File: src/rtl/sid_bus_master.sv
// sid_bus_master: queues SID register requests and replays them on the SID bus, one access per phi2 cycle
module sid_bus_master #(
  parameter int DEPTH   = 8,
  parameter int DELAY_W = 16
) (
  input  logic                     clk,
  input  logic                     reset_n,
  input  logic                     phi2,
  input  logic                     req_valid,
  output logic                     req_ready,
  input  logic                     req_read,
  input  logic [1:0]               req_cs,
  input  logic [4:0]               req_addr,
  input  logic [7:0]               req_data,
  input  logic [DELAY_W-1:0]       req_delay,
  output logic [4:0]               bus_addr,
  output logic [7:0]               bus_data,
  output logic                     bus_we,
  output logic [1:0]               bus_cs,
  input  logic [7:0]               bus_data_i,
  output logic                     rsp_valid,
  output logic [7:0]               rsp_data,
  output logic [$clog2(DEPTH):0]   level,
  output logic                     busy
);
  localparam int AW = $clog2(DEPTH);
  localparam int EW = 16 + DELAY_W;
  localparam logic [1:0] IDLE   = 2'd0;
  localparam logic [1:0] WAIT   = 2'd1;
  localparam logic [1:0] ACCESS = 2'd2;

  logic [EW-1:0]      mem [DEPTH];
  logic [AW-1:0]      wr_ptr, rd_ptr;
  logic [1:0]         state;
  logic [DELAY_W-1:0] cnt;
  logic               phi2_prev;
  logic               fall, empty, push, go, defer, closing_read;
  logic               h_read;
  logic [1:0]         h_cs;
  logic [4:0]         h_addr;
  logic [7:0]         h_data;
  logic [DELAY_W-1:0] h_delay;

  assign {h_read, h_cs, h_addr, h_data, h_delay} = mem[rd_ptr];
  assign fall         = phi2_prev & ~phi2;
  assign empty        = level == '0;
  assign req_ready    = level != (AW+1)'(DEPTH);
  assign push         = req_valid & req_ready;
  assign go           = fall & ~empty & (state == WAIT ? cnt == DELAY_W'(1) : h_delay == '0);
  assign defer        = fall & ~empty & state != WAIT & h_delay != '0;
  assign closing_read = fall & state == ACCESS & ~bus_we;
  assign busy         = ~empty | state != IDLE;

  // request storage; pointers wrap naturally since DEPTH is a power of two
  always_ff @(posedge clk)
    if (push) mem[wr_ptr] <= {req_read, req_cs, req_addr, req_data, req_delay};

  // phase tracking, FIFO bookkeeping, access sequencing and read capture
  always_ff @(posedge clk or negedge reset_n) begin
    if (!reset_n) begin
      phi2_prev <= 1'b0;
      wr_ptr    <= '0;
      rd_ptr    <= '0;
      level     <= '0;
      state     <= IDLE;
      cnt       <= '0;
      bus_addr  <= '0;
      bus_data  <= '0;
      bus_we    <= 1'b0;
      bus_cs    <= '0;
      rsp_valid <= 1'b0;
      rsp_data  <= '0;
    end else begin
      phi2_prev <= phi2;
      if (push) wr_ptr <= wr_ptr + AW'(1);
      if (go) rd_ptr <= rd_ptr + AW'(1);
      level     <= level + (AW+1)'(push) - (AW+1)'(go);
      rsp_valid <= closing_read;
      if (closing_read) rsp_data <= bus_data_i;
      if (go) begin
        state    <= ACCESS;
        bus_addr <= h_addr;
        bus_data <= h_data;
        bus_cs   <= h_cs;
        bus_we   <= ~h_read;
      end else if (defer) begin
        state  <= WAIT;
        cnt    <= h_delay;
        bus_we <= 1'b0;
        bus_cs <= '0;
      end else if (fall && state == WAIT) begin
        cnt <= cnt - DELAY_W'(1);
      end else if (fall && state == ACCESS) begin
        state  <= IDLE;
        bus_we <= 1'b0;
        bus_cs <= '0;
      end
    end
  end
endmodule

File: config.mk
export PLATFORM = sky130hd
export DESIGN_NAME = sid_bus_master
export DESIGN_NICKNAME = d
export VERILOG_FILES = /design/src/rtl/sid_bus_master.sv
export SDC_FILE = /design/constraint.sdc
export NUM_CORES = 1
export LEC_CHECK = 0
export BUFFER_PORTS_ARGS = -buffer_cell sky130_fd_sc_hd__clkbuf_2
export CAP_MARGIN = 5
export CORE_MARGIN = 2
export CORE_UTILIZATION = 35
export DETAILED_ROUTE_END_ITERATION = 8
export PLACE_DENSITY_LB_ADDON = 0.15
export SETUP_SLACK_MARGIN = 0.1
export SLEW_MARGIN = 25
export SYNTH_ARGS = -nofsm -noshare
export SYNTH_HDL_FRONTEND = slang
export SYNTH_SLANG_ARGS = --single-unit
export TNS_END_PERCENT = 50
File: constraint.sdc
create_clock -name clk -period 7 [get_ports clk]
set_input_delay 1.4 -clock clk [delete_from_list [all_inputs] [get_ports clk]]
set_output_delay 1.4 -clock clk [all_outputs]
set_load 0.01 [all_outputs]
==> results.ini <==
[yosys]
ys.flop_type=edfxtp_1
synth-seq-area-share_pct=71.4
netlist_instances=713
synth.area.top_cells=edfxtp_1 61%, mux4_2 11%, dfrtp_1 11%, mux2i_1 3.7%, nand3_1 2.1%
netlist_area_mm2=0.0127
synth_cell_types=47
ys_warn_count=0
synth_top_area_share_pct=60.7
synth.largest_area_cell=edfxtp_1
synth_edf_count=256
postSynth.asyncResetShare_pct=17.4
ys_ff_latch=310
synthesis.nets=768
syn_avg_cell_area_um2=17.8

[floorplanning]
ios=75
die_h_um=194
start_util_pct=35.6
row_count=69
dieArea_mm2=0.0377
chipWidth_um=194
coreArea_mm2=0.0356

[clocking]
cts.sinks=310
cts_resized=0
ctsHoldBuffers=0
cts_buffers=37
post-cts-setup-buffers=0
cts_tree=built
clock_latency_ps=520
clock_path_buffers=3
cts-root-buf=clkbuf_16
clk_pin_slew_worst_paths_ps=60
htreeDepth=2

[sta]
hold_violations=0
period_minus_slack_ps=4680
rsz0062_at_grt=false
tns_ps=0
fmax_mhz=214
setup-violations-final=0
slew_headroom_pct=34.5
whs_ps=487
skew_ps=19.2
worst_pin_slew_ps=973
finalCritPeriodShare_pct=66.8
slew_violations=0

[min_path]
hold_depth=2
hold_class=register to register
min_to=rsp_data[3]
worstHoldStart=rsp_data[3]

[routing]
dr_total_vias=6643
drtIter0Drc=384
wl_mm=27.6
postRouteAntennaNets=0
drc=0
dr.pass1.iters=6
routedWlPerCell_um=21.4
viasPerCell=5.15

[critical_path]
r2r_start=rd_ptr[2]
endpoint_kind=register
r2r-end=level[3]
cp_max_fo=36
cp_cell_sequence=buf_4, mux4_2, mux2i_1, nand4_1, or4_1, buf_4, nand2b_1, a21oi_1, ha_1, inv_1, ha_1, a21o_1, a21oi_1, xor2_1
worstSetupPathType=register to register
crit_slowest_cell=dfrtp_2
worst_r2r_path_depth=14
cp-start-kind=register
required_ps=7430
slowest_delay_ps=770
cp.arrival_ps=5110
reg2reg_slack_ps=2320

[final_layout]
area_growth_pct=16.6
layout_common_cells=256 x edfxtp_1, 74 x clkbuf_2, 64 x mux4_2
final_cells=1290
fin_nets=857
finish.utilization_pct=41.5
final_layout_size_suffix_gt1_share_pct=27.0
antenna_cells=0
final_common_cell=edfxtp_1

[placement]
dp_hpwl_mm=15.8
routabilityCongestion=0.757
dp_cells=1223
portBuffers=74

[global_route]
antenna_found_initial=0
grt_max_degree=55
grt-ovfl-total=0
grt_use_total_pct=14.7
grt_pass1_wl_mm=42.6
grt_pass1_vias=7094

[power_and_ir_drop]
power_density_mw_per_mm2=337
power_leakage_nw=5.44
vdd_drop_max_uv=184

[job]
drv_cap=0

[status]
outcome=complete, no violations

==> final cells by class <==
type                            instances  area [um2]
Multi-Input combinational cell        351        3450
Inverter                               12        45.0
Timing Repair Buffer                   90         503
Clock inverter                         23         186
Fill cell                            3222       20800
Sequential cell                       310        9040
Clock buffer                           43         948
Tap cell                              461         577
==> flip-flops by register name, indices dropped and copies added (netlist names) <==
register and flops:
state 2, mem 256, rsp_valid 1, wr_ptr 3
level 4, phi2_prev 1, bus_addr 5, bus_data 8
rd_ptr 3, bus_we 1, cnt 16, rsp_data 8
bus_cs 2
==> per-stage QoR <==
stage	cell area [um2]	setup slack (ps)	power, W
after CTS	14700	2210	0.00505
after global routing	14800	2060	0.00521
after global placement	13600	2300	0.00323
after detailed placement	13600	2260	0.00326
after floorplan	12700	2520	0.00293
final	14800	2320	0.00498
==> critical path, delay by kind of cell, from the launching register on <==
kind,cells,cell delay (ps)
buffers and inverters,3,890
DFF,1,770
muxes,2,720
adders and majority gates,2,530
and+or+nand+nor,3,870
xor gates and xnor gates,1,170
AOI/OAI and AO/OA,3,610
==> per-layer routing <==
layer / track usage [%] / vias up / share of wire [%]
met5: 0 / - / 0
li1: - / 3010 / -
met4: 4.38 / 0 / 2.1
met1: 19.5 / 3456 / 45
met2: 24.8 / 136 / 49
met3: 2.92 / 41 / 4.3
==> power breakdown <==
group	total, W	internal, W	switching (W)
Sequential	0.00247	0.00233	0.000139
Combinational	0.000732	0.000273	0.000459
Clock	0.00177	0.00105	0.000726
==> worst max path at each step <==
| stage | startpoint | end | slack (ps) | cells after the start |
|---|---|---|---|---|
| floorplan | req_valid | mem[0][0] | 2520 | 3 |
| global placement | rd_ptr[2] | level[1] | 2300 | 14 |
| detailed placement | rd_ptr[0] | level[3] | 2260 | 13 |
| CTS | rd_ptr[0] | level[3] | 2210 | 13 |
| global route | rd_ptr[2] | level[3] | 2060 | 14 |
| finish | rd_ptr[2] | level[3] | 2320 | 14 |
==> synthesized netlist by cell type, drive strengths merged, types with 4 or more instances <==
library cell    n
mux4           64
nand4           5
xnor2           6
edfxtp        256
dfrtp          54
o311a          14
inv            11
o21ai           9
xor2           11
nor2b           4
nand3          53
or3            14
buf            15
or4             6
nand2b          5
nor3            7
nand2          51
ha             10
clkbuf         25
nor2           12
mux2i          47
a21oi           6
==> logic make-up after synthesis <==
family,synth area share [%]
flip-flops,71.4
AND/OR/NAND/NOR,6.76
multiplexers,15.3
buffers and inverters,1.87
AO/OA/AOI/OAI,2.36
XOR/XNOR,1.18
adder cells (fa/ha/maj),1.15
Note: power is estimated with default switching activity, not from simulation.
